[src/rtl/key_matrix_scan_if.sv]
// Keypad scanner interface: pin side (rows/columns) and debounced event side.
interface key_matrix_scan_if #(
  parameter int ROWS = 4,
  parameter int COLS = 4
);
  localparam int NKEYS = ROWS * COLS;
  localparam int KW    = (NKEYS > 1) ? $clog2(NKEYS) : 1;

  logic [ROWS-1:0]  Key_Row;
  logic [COLS-1:0]  Key_Col;
  logic [NKEYS-1:0] Key_State;
  logic             Key_Flag;
  logic             Key_Press;
  logic [KW-1:0]    Key_Value;
  logic             Key_Multi;

  // Scanner side: samples rows, drives columns and publishes key events
  modport master (
    input  Key_Row,
    output Key_Col, Key_State, Key_Flag, Key_Press, Key_Value, Key_Multi
  );

  // Keypad/consumer side: drives rows, observes columns and events
  modport slave (
    output Key_Row,
    input  Key_Col, Key_State, Key_Flag, Key_Press, Key_Value, Key_Multi
  );
endinterface

[src/rtl/key_matrix_scan.sv]
// ROWS x COLS matrix keypad scanner with whole-frame debouncing and
// per-key press/release event generation.
module key_matrix_scan #(
  parameter int ROWS       = 4,
  parameter int COLS       = 4,
  parameter int SCAN_DIV   = 50000,
  parameter int DEB_FRAMES = 5
) (
  input logic               Clk,
  input logic               Rst_n,
  key_matrix_scan_if.master kp
);

  localparam int NKEYS = ROWS * COLS;
  localparam int KW    = (NKEYS > 1) ? $clog2(NKEYS) : 1;
  localparam int CW    = (COLS > 1) ? $clog2(COLS) : 1;
  localparam int SW    = $clog2(SCAN_DIV);
  localparam int DW    = $clog2(DEB_FRAMES);

  localparam logic [SW-1:0] SLOT_LAST = SW'(SCAN_DIV - 1);
  localparam logic [CW-1:0] COL_LAST  = CW'(COLS - 1);
  localparam logic [DW-1:0] DEB_LAST  = DW'(DEB_FRAMES - 1);
  localparam logic [KW-1:0] IDX_LAST  = KW'(NKEYS - 1);

  typedef enum logic {IDLE, EMIT} state_t;

  logic [ROWS-1:0]  row_meta;
  logic [ROWS-1:0]  row_sync;
  logic [SW-1:0]    slot_cnt;
  logic [CW-1:0]    col_idx;
  logic [CW-1:0]    col_next;
  logic [COLS-1:0]  key_col_q;
  logic [NKEYS-1:0] raw_q;
  logic [NKEYS-1:0] frame_next;
  logic [NKEYS-1:0] prev_frame_q;
  logic [DW-1:0]    stable_q;
  logic [DW-1:0]    stable_next;
  logic [NKEYS-1:0] key_state_q;
  logic [NKEYS-1:0] diff_q;
  logic             slot_end;
  logic             frame_end;
  logic             frame_same;
  logic             accept;
  state_t           state_q;
  state_t           state_d;
  logic [KW-1:0]    emit_idx;
  logic             emit_hit;
  logic             emit_press;
  logic             emit_last;
  logic             flag_q;
  logic             press_q;
  logic [KW-1:0]    value_q;
  logic             multi_q;

  assign slot_end  = (slot_cnt == SLOT_LAST);
  assign frame_end = slot_end && (col_idx == COL_LAST);
  assign col_next  = (col_idx == COL_LAST) ? '0 : col_idx + 1'b1;

  // Two-flop synchronizer for the asynchronous row lines; idle rows read high
  always_ff @(posedge Clk or negedge Rst_n) begin
    if (!Rst_n) begin
      row_meta <= '1;
      row_sync <= '1;
    end else begin
      row_meta <= kp.Key_Row;
      row_sync <= row_meta;
    end
  end

  // Current frame with the active column's row samples merged in (rows are active low)
  always_comb begin
    frame_next = raw_q;
    for (int r = 0; r < ROWS; r++) begin
      for (int c = 0; c < COLS; c++) begin
        if (col_idx == CW'(c)) begin
          frame_next[r*COLS + c] = ~row_sync[r];
        end
      end
    end
  end

  // Column slot timer: sample at the end of each slot, then move the low column on
  always_ff @(posedge Clk or negedge Rst_n) begin
    if (!Rst_n) begin
      slot_cnt  <= '0;
      col_idx   <= '0;
      key_col_q <= ~(COLS'(1));
      raw_q     <= '0;
    end else if (slot_end) begin
      slot_cnt  <= '0;
      col_idx   <= col_next;
      key_col_q <= ~(COLS'(1) << col_next);
      raw_q     <= frame_next;
    end else begin
      slot_cnt  <= slot_cnt + 1'b1;
    end
  end

  assign frame_same  = (frame_next == prev_frame_q);
  assign stable_next = !frame_same ? '0 :
                       (stable_q == DEB_LAST) ? stable_q : stable_q + 1'b1;
  assign accept      = frame_end && (stable_next == DEB_LAST) &&
                       (frame_next != key_state_q);

  // Frame debouncer: a bitmap is accepted after DEB_FRAMES identical frames in a row
  always_ff @(posedge Clk or negedge Rst_n) begin
    if (!Rst_n) begin
      prev_frame_q <= '0;
      stable_q     <= '0;
      key_state_q  <= '0;
      diff_q       <= '0;
    end else if (frame_end) begin
      prev_frame_q <= frame_next;
      stable_q     <= stable_next;
      if (accept) begin
        diff_q      <= frame_next ^ key_state_q;
        key_state_q <= frame_next;
      end
    end
  end

  // Event FSM state register
  always_ff @(posedge Clk or negedge Rst_n) begin
    if (!Rst_n) begin
      state_q <= IDLE;
    end else begin
      state_q <= state_d;
    end
  end

  // Event FSM next state: a new bitmap starts a full walk over every key index
  always_comb begin
    state_d = state_q;
    case (state_q)
      IDLE:    if (accept)    state_d = EMIT;
      EMIT:    if (emit_last) state_d = IDLE;
      default: state_d = IDLE;
    endcase
  end

  // Event FSM outputs: whether the key under the walk pointer changed, and its new level
  always_comb begin
    emit_hit   = 1'b0;
    emit_press = 1'b0;
    emit_last  = 1'b0;
    if (state_q == EMIT) begin
      for (int i = 0; i < NKEYS; i++) begin
        if (emit_idx == KW'(i)) begin
          emit_hit   = diff_q[i];
          emit_press = key_state_q[i];
        end
      end
      emit_last = (emit_idx == IDX_LAST);
    end
  end

  // Walk pointer: ascends one key per cycle while emitting, parked at 0 otherwise
  always_ff @(posedge Clk or negedge Rst_n) begin
    if (!Rst_n) begin
      emit_idx <= '0;
    end else if (state_q == EMIT) begin
      emit_idx <= emit_idx + 1'b1;
    end else begin
      emit_idx <= '0;
    end
  end

  // Registered event outputs; value/type hold between strobes, multi-key flag lags the bitmap by one cycle
  always_ff @(posedge Clk or negedge Rst_n) begin
    if (!Rst_n) begin
      flag_q  <= 1'b0;
      press_q <= 1'b0;
      value_q <= '0;
      multi_q <= 1'b0;
    end else begin
      flag_q  <= emit_hit;
      multi_q <= |(key_state_q & (key_state_q - 1'b1));
      if (emit_hit) begin
        press_q <= emit_press;
        value_q <= emit_idx;
      end
    end
  end

  assign kp.Key_Col   = key_col_q;
  assign kp.Key_State = key_state_q;
  assign kp.Key_Flag  = flag_q;
  assign kp.Key_Press = press_q;
  assign kp.Key_Value = value_q;
  assign kp.Key_Multi = multi_q;

endmodule

[src/flat_wrapper.sv]
// flat-port wrapper written by rule: the top's interface ports become plain ports
module key_matrix_scan_flat 
#(
  parameter int ROWS       = 4,
  parameter int COLS       = 4,
  parameter int SCAN_DIV   = 50000,
  parameter int DEB_FRAMES = 5
)
  (Clk, Rst_n, kp_Key_Row, kp_Key_Col, kp_Key_State, kp_Key_Flag, kp_Key_Press, kp_Key_Value, kp_Key_Multi);
  key_matrix_scan_if #(.ROWS(ROWS), .COLS(COLS)) kp_i ();
  input logic Clk;
  input logic Rst_n;
  input wire logic [$bits(kp_i.Key_Row)-1:0] kp_Key_Row;
  output wire logic [$bits(kp_i.Key_Col)-1:0] kp_Key_Col;
  output wire logic [$bits(kp_i.Key_State)-1:0] kp_Key_State;
  output wire logic [$bits(kp_i.Key_Flag)-1:0] kp_Key_Flag;
  output wire logic [$bits(kp_i.Key_Press)-1:0] kp_Key_Press;
  output wire logic [$bits(kp_i.Key_Value)-1:0] kp_Key_Value;
  output wire logic [$bits(kp_i.Key_Multi)-1:0] kp_Key_Multi;
  assign kp_i.Key_Row = kp_Key_Row;
  assign kp_Key_Col = kp_i.Key_Col;
  assign kp_Key_State = kp_i.Key_State;
  assign kp_Key_Flag = kp_i.Key_Flag;
  assign kp_Key_Press = kp_i.Key_Press;
  assign kp_Key_Value = kp_i.Key_Value;
  assign kp_Key_Multi = kp_i.Key_Multi;
  key_matrix_scan #(.ROWS(ROWS), .COLS(COLS), .SCAN_DIV(SCAN_DIV), .DEB_FRAMES(DEB_FRAMES)) u_core (.Clk(Clk), .Rst_n(Rst_n), .kp(kp_i));
endmodule
[config.mk]
export PLATFORM = sky130hd
export DESIGN_NAME = key_matrix_scan_flat
export DESIGN_NICKNAME = d
export VERILOG_FILES = /design/src/rtl/key_matrix_scan_if.sv /design/src/rtl/key_matrix_scan.sv /design/src/flat_wrapper.sv
export SDC_FILE = /design/constraint.sdc
export NUM_CORES = 1
export LEC_CHECK = 0
export CORE_ASPECT_RATIO = 1.2
export CORE_UTILIZATION = 55
export DETAILED_ROUTE_END_ITERATION = 8
export DONT_BUFFER_PORTS = 1
export PLACE_DENSITY = 0.7
export SYNTH_ARGS = -nofsm -noshare
export SYNTH_HDL_FRONTEND = slang
export SYNTH_SLANG_ARGS = --single-unit
[constraint.sdc]
create_clock -name Clk -period 2.51 [get_ports Clk]
set_input_delay 0.6275 -clock Clk [delete_from_list [all_inputs] [get_ports Clk]]
set_output_delay 0.6275 -clock Clk [all_outputs]
set_load 0.02 [all_outputs]
# [Word level (Yosys, flattened, before mapping)]
# Cells that the tools add are included.
[word_totals] reg_bits=109 input_bits=6 word_cells=119 out_inout_bits=27
[op_classes] eq_ne=23 n_bitwise=8 addsub=5 n_shift=1 reduce_logical=7 muxes=59
[ops] operator="2-to-1 mux 1 bit" count=53
[ops] operator="equality test 4 bit, second input constant" count=8
[ops] operator="adder 16 x 1 -> 16 bit, second input constant" count=1
[ops] operator="bitwise AND 16 bit" count=1
[ops] operator="equality test 16 bit" count=1
[ops] operator="equality test 16 bit, second input constant" count=1
[ops] operator="equality test 4 x 3 -> 1 bit, second input constant" count=4
[ops] operator="2-to-1 mux 16 bit" count=1
[ops] operator="inequality test 16 bit" count=1
[ops] operator="OR reduction 16 bit" count=1
[ops] operator="subtractor 16 x 1 -> 16 bit, second input constant" count=1
[ops] operator="bitwise XOR 16 bit" count=1
[ops] operator="equality test 4 x 2 -> 1 bit, second input constant" count=2
[ops] operator="equality test 3 bit, second input constant" count=2
[ops] operator="2-to-1 mux 3 bit" count=2
[ops] operator="inverter 1 bit" count=5
[ops] operator="adder 4 x 1 -> 4 bit, second input constant" count=1
[ops] operator="equality test 2 bit, second input constant" count=2
[ops] operator="equality test 4 x 1 -> 1 bit, second input constant" count=1
[ops] operator="logical NOT 4 bit" count=1
[ops] operator="2-to-1 mux 4 bit" count=1
[ops] operator="inverter 4 bit" count=1
[ops] operator="<< shifter 1 x 2 -> 4 bit, first input constant" count=1
[ops] operator="adder 3 x 1 -> 3 bit, second input constant" count=1
[ops] operator="7 further kinds" count=9

# [Depth between registers and ports, before layout]
[depth] word_depth=18 ltp_mapped=11 mapped_depth_nobuf=9

# [Worst setup path before layout]
# No wires, ideal clock.
[synth_path] path_type="flip-flop to flip-flop" from="register u_core.col_idx[0]" to="register u_core.diff_q[10]" path_stages_with_launch=12 n_path_buf=2 slack_ns=-0.061 setup_time_ns=0.125 period_less_slack_ns=2.571 arrival_ns=2.446 required_time_ns=2.385 path_cell_list="dfrtp_1 -> inv_1 -> ha_1 -> buf_2 -> nor2b_1 -> nor2_2 -> xnor2_1 -> nor4_1 -> nand4_1 -> nand4b_4 -> buf_6 -> mux2_4"
[synth_between] elab_chain_cells=8 elab_cells_between_ends=29 cone_classes="eq/ne (6); mux (17); bitwise (1); reduce/logical (5)"
[synth_rtl] element="start: declaration" line="key_matrix_scan.sv:30" source="logic [CW-1:0] col_idx;"
[synth_rtl] element="start signal: assignment" line="key_matrix_scan.sv:91" source="col_idx <= col_next;"
[synth_rtl] element="equality test 2 x 1 -> 1 bit, or another cell as far along" line="key_matrix_scan.sv:75" source="if (col_idx == CW'(c)) begin"
[synth_rtl] element="2-to-1 mux 1 bit" line="key_matrix_scan.sv:75"
[synth_rtl] element="equality test 16 bit" line="key_matrix_scan.sv:99" source="assign frame_same = (frame_next == prev_frame_q);"
[synth_rtl] element="2-to-1 mux 3 bit" line="key_matrix_scan.sv:100" source="assign stable_next = !frame_same ? '0 :"
[synth_rtl] element="equality test 3 bit" line="key_matrix_scan.sv:102" source="assign accept = frame_end && (stable_next == DEB_LAST) &&"
[synth_rtl] element="logical AND 1 bit (2 in a row)" line="key_matrix_scan.sv:102"
[synth_rtl] element="AND reduction 2 bit (no source line)"
[synth_rtl] element="end signal: assignment" line="key_matrix_scan.sv:116" source="diff_q <= frame_next ^ key_state_q;"
[synth_rtl] element="end: declaration" line="key_matrix_scan.sv:39" source="logic [NKEYS-1:0] diff_q;"
# Parallel ways exist; a longest one is shown, timed or not.
# A chain may end at the register's enable or synchronous reset.

# [Final worst setup path]
[layout_path] from="register u_core.col_idx[0]" to="register u_core.diff_q[1]"
# Same word-level chain as after synthesis.

==> key figures <==
Worst setup path
  • Critical Path AT: 2960 ps
  • Endpoint class of the critical path: register
  • Slowest cell on crit path: dfrtp_2
  • Critical Path Most Common Cell: buf_4
  • Crit Path Class: register to register
  • R2R Setup Slk: -220 ps
  • Worst-path maximum fanout: 5
  • Worst path depth: 11
  • CP max stage delay: 450 ps
  • R2R Path Start: u_core.col_idx[0]$_DFFE_PN0N_
  • Crit-path cells: buf_4, ha_4, buf_12, mux2i_4, buf_4, xnor2_2, nor4_1, nand3_1, nand4b_4, clkbuf_16, mux2_2
  • Top delay family on crit path: simple AND/OR/NAND/NOR gates
  • Crit path launch type: register
  • WP data required: 2750 ps
  • Worst reg-to-reg path cell count: 11
  • FF-to-FF End: u_core.diff_q[1]$_DFFE_PN0P_
  • WP buf/inv: 4

Clocking
  • Clock latency on the worst-skew pair: 350 ps
  • TritonCTS buffer count: 9
  • CTS Buffer Depth: 2
  • CTS sink count: 109
  • Clk root buf: clkbuf_16
  • CTS tree: built
  • H-tree levels: 3
  • Reg clk slew, reported paths: 70 ps

Logic synthesis
  • Sequential share of the synthesized area: 49.05%
  • Number of synthesized flops with an enable pin: 0
  • Synth cell types: 51
  • Ys async rst share: 100.0%
  • Top-count cell post-synth: dfrtp_1
  • Cells after synthesis: 543
  • Synthesized area: 0.005589 mm2
  • Most instantiated cells after synthesis: dfrtp_1, nand2_1, o21ai_0, xnor2_1, nor2_1
  • Primary FF master, synth: dfrtp_1
  • Area fraction of the dominant cell type after synthesis: 43.88%
  • Synth area leaders: dfrtp_1, xnor2_1, dfstp_2, o21ai_0, nand2_1
  • Largest area contributor in the synthesized netlist: dfrtp_1
  • Avg Cell Area, Syn: 10.29 um2
  • Syn. warnings: 0
  • Synthesized flop and latch total: 109
  • Synthesized net count: 564

Layout
  • Filler-free cell count of the finished design: 761
  • Fill cells: 638
  • Share of cells above drive strength 1: 32.60%
  • Layout Area Growth over Synthesis: 27.76%
  • Ant. Diodes: 0
  • Register area: 0.002745 mm2
  • Multi-input gate area in the final layout: 0.002900 mm2
  • Final core occ: 73.53%
  • # nets final: 654

Pwr
  • Sequential Power Share: 52.5%
  • Gate power share: 1.6%
  • Leakage: 3.339 nW
  • Worst VDD drop: 0.3016 mV
  • Switching Fraction: 19.98%
  • Sw power: 0.6751 mW
  • PD cells: 473.1 mW/mm2
  • Total chip power: 3.379 mW
  • Clock network power share: 45.8%
  • Internal Power: 2.703 mW

Global routing
  • GRT Overall Usage: 27.05%
  • Grt ovf: 0
  • Initial antenna violation count: 0
  • Pin count of the biggest net entering global routing: 110
  • Vias in the first global route: 4,284
  • First-pass GRT wire length: 21,720 um

Floorplanning
  • Die Y: 112.4 um
  • Starting Density: 57.56%
  • Die area: 0.01057 mm2
  • Rows: 39
  • CORE AREA: 0.009711 mm2
  • Die extent in x: 94.03 um
  • I/O pin total: 33

Timing
  • Final setup fails: 33
  • Slew Limit Headroom: 62.15%
  • Period utilisation layout: 108.6%
  • Worst hold slack: -34.86 ps
  • Least-Margin Pin Slew: 563.4 ps
  • RSZ-0062 raised after global routing: yes
  • Hold Vio Cnt, Final: 74
  • Clock skew: 6.966 ps
  • Achievable Freq: 0.3669 GHz
  • Final min period: 2725 ps
  • Setup ws final: -215.4 ps
  • Max-slew violations: 0
  • Setup TNS: -5203 ps

Place
  • Detailed placement HPWL: 9161 um
  • GPL Wtd Cong: 0.8527
  • Worst slack, placed: -315.2 ps
  • Port-buffer cells: 0
  • Inst Count DP: 725

Worst hold path
  • Worst Hold Class: primary input to asynchronous set/reset pin

Route
  • # DRC: 0
  • DR WL/cell: 18.12 um
  • Via count: 4,403
  • Vias per cell: 5.786
  • Antenna-violating nets left: 0
  • Total routed wirelength: 13,790 um
  • DR pass1 iterations: 5
  • Initial detailed-routing violation count: 241

Outcome
  • Failing checks: hold timing, setup timing
  • Status: complete, but fails checks

Run
  • Max Cap Viol: 0
[layout make-up]
cell class	count	share of cell area, %
Multi-Input combinational cell	383	40.62
Sequential cell	109	38.44
Timing Repair Buffer	101	12.63
Clock buffer	11	3.399
Tap cell	123	2.155
Inverter	29	1.595
Clock inverter	5	1.156
[worst register-to-register path: stages (launching register included)]
cell	delay (ps)
dfrtp_2	450
buf_4	160
ha_4	170
buf_12	140
mux2i_4	180
buf_4	160
xnor2_2	160
nor4_1	320
nand3_1	180
nand4b_4	200
clkbuf_16	180
mux2_2	320
[sequential cells by signal, summed over array words and instances (netlist names), 3 cells and up]
name / count
u_core.row_sync: 4
u_core.kp.Key_Col: 4
u_core.diff_q: 16
u_core.kp.Key_State: 16
u_core.kp.Key_Value: 4
u_core.slot_cnt: 16
u_core.emit_idx: 4
u_core.raw_q: 16
u_core.prev_frame_q: 16
u_core.row_meta: 4
u_core.stable_q: 3
[worst max path at each step]
stage | start | endpoint
floorplan | u_core.col_idx[0]$_DFFE_PN0N_ | u_core.diff_q[10]$_DFFE_PN0P_
global placement | u_core.col_idx[0]$_DFFE_PN0N_ | u_core.diff_q[12]$_DFFE_PN0P_
detailed placement | u_core.col_idx[0]$_DFFE_PN0N_ | u_core.kp.Key_State[3]$_DFFE_PN0P_
CTS | u_core.col_idx[0]$_DFFE_PN0N_ | u_core.diff_q[13]$_DFFE_PN0P_
global route | u_core.col_idx[1]$_DFFE_PN0N_ | u_core.kp.Key_State[5]$_DFFE_PN0P_
finish | u_core.col_idx[0]$_DFFE_PN0N_ | u_core.diff_q[1]$_DFFE_PN0P_
[power groups by stage]
stage                     combinational (mW)  sequential [mW]  clock (mW)
after floorplan                       0.0210             1.81           0
after global placement                0.0440             1.81           0
after detailed placement              0.0448             1.81           0
after CTS                             0.0509             1.77        1.57
after global routing                  0.0586             1.77        1.63
final                                 0.0556             1.77        1.55
[cells by family (layout without fill, tap and decap cells)]
group	count (synthesis)	in the layout	share of synthesized area [%]
and+or+nand+nor	174	174	15.76
DFF	109	109	49.05
AOI/OAI and AO/OA	108	108	11.64
buffers and inverters	51	146	3.917
muxes	45	45	9.805
xor gates and xnor gates	39	39	6.112
adders and majority gates	17	17	3.716
[repair_timing]
item,in CTS,in global routing
resized for setup,30,30
setup endpoints to repair,40,38
gates cloned,1,1
endpoints found under the hold margin,98,98
pin swaps,6,0
buffers inserted,10,8
[per-stage QoR]
| stage | cell area (um2) | hold slack (ps) |
|---|---|---|
| final | 7141 | -34.86 |
| after global routing | 7141 | -44.68 |
| after CTS | 6932 | -43.05 |
| after detailed placement | 6350 | 334.1 |
| after global placement | 6350 | 334.1 |
| after floorplan | 5658 | 331.9 |
[per-layer routing]
metal | up-vias | GRT usage (%) | share of wire (%)
li1 | 2050 | - | -
met1 | 2188 | 34.16 | 42
met2 | 131 | 46.52 | 51
met3 | 34 | 3.320 | 3.8
met4 | 0 | 11.38 | 3.0
met5 | - | 0 | 0
[layout by cell type (no fill, tap or decap), types with 11 or more instances in the layout]
| master | instances |
|---|---|
| clkbuf_16 | 11 |
| o21ai_0 | 52 |
| dfstp_2 | 11 |
| a21oi_1 | 17 |
| nand2_1 | 65 |
| mux2i_1 | 17 |
| xnor2_1 | 30 |
| dfrtp_1 | 95 |
| buf_4 | 85 |
| mux2_4 | 13 |
| inv_1 | 24 |
| nor2_1 | 27 |
Note: power is estimated with default switching activity, not from simulation.
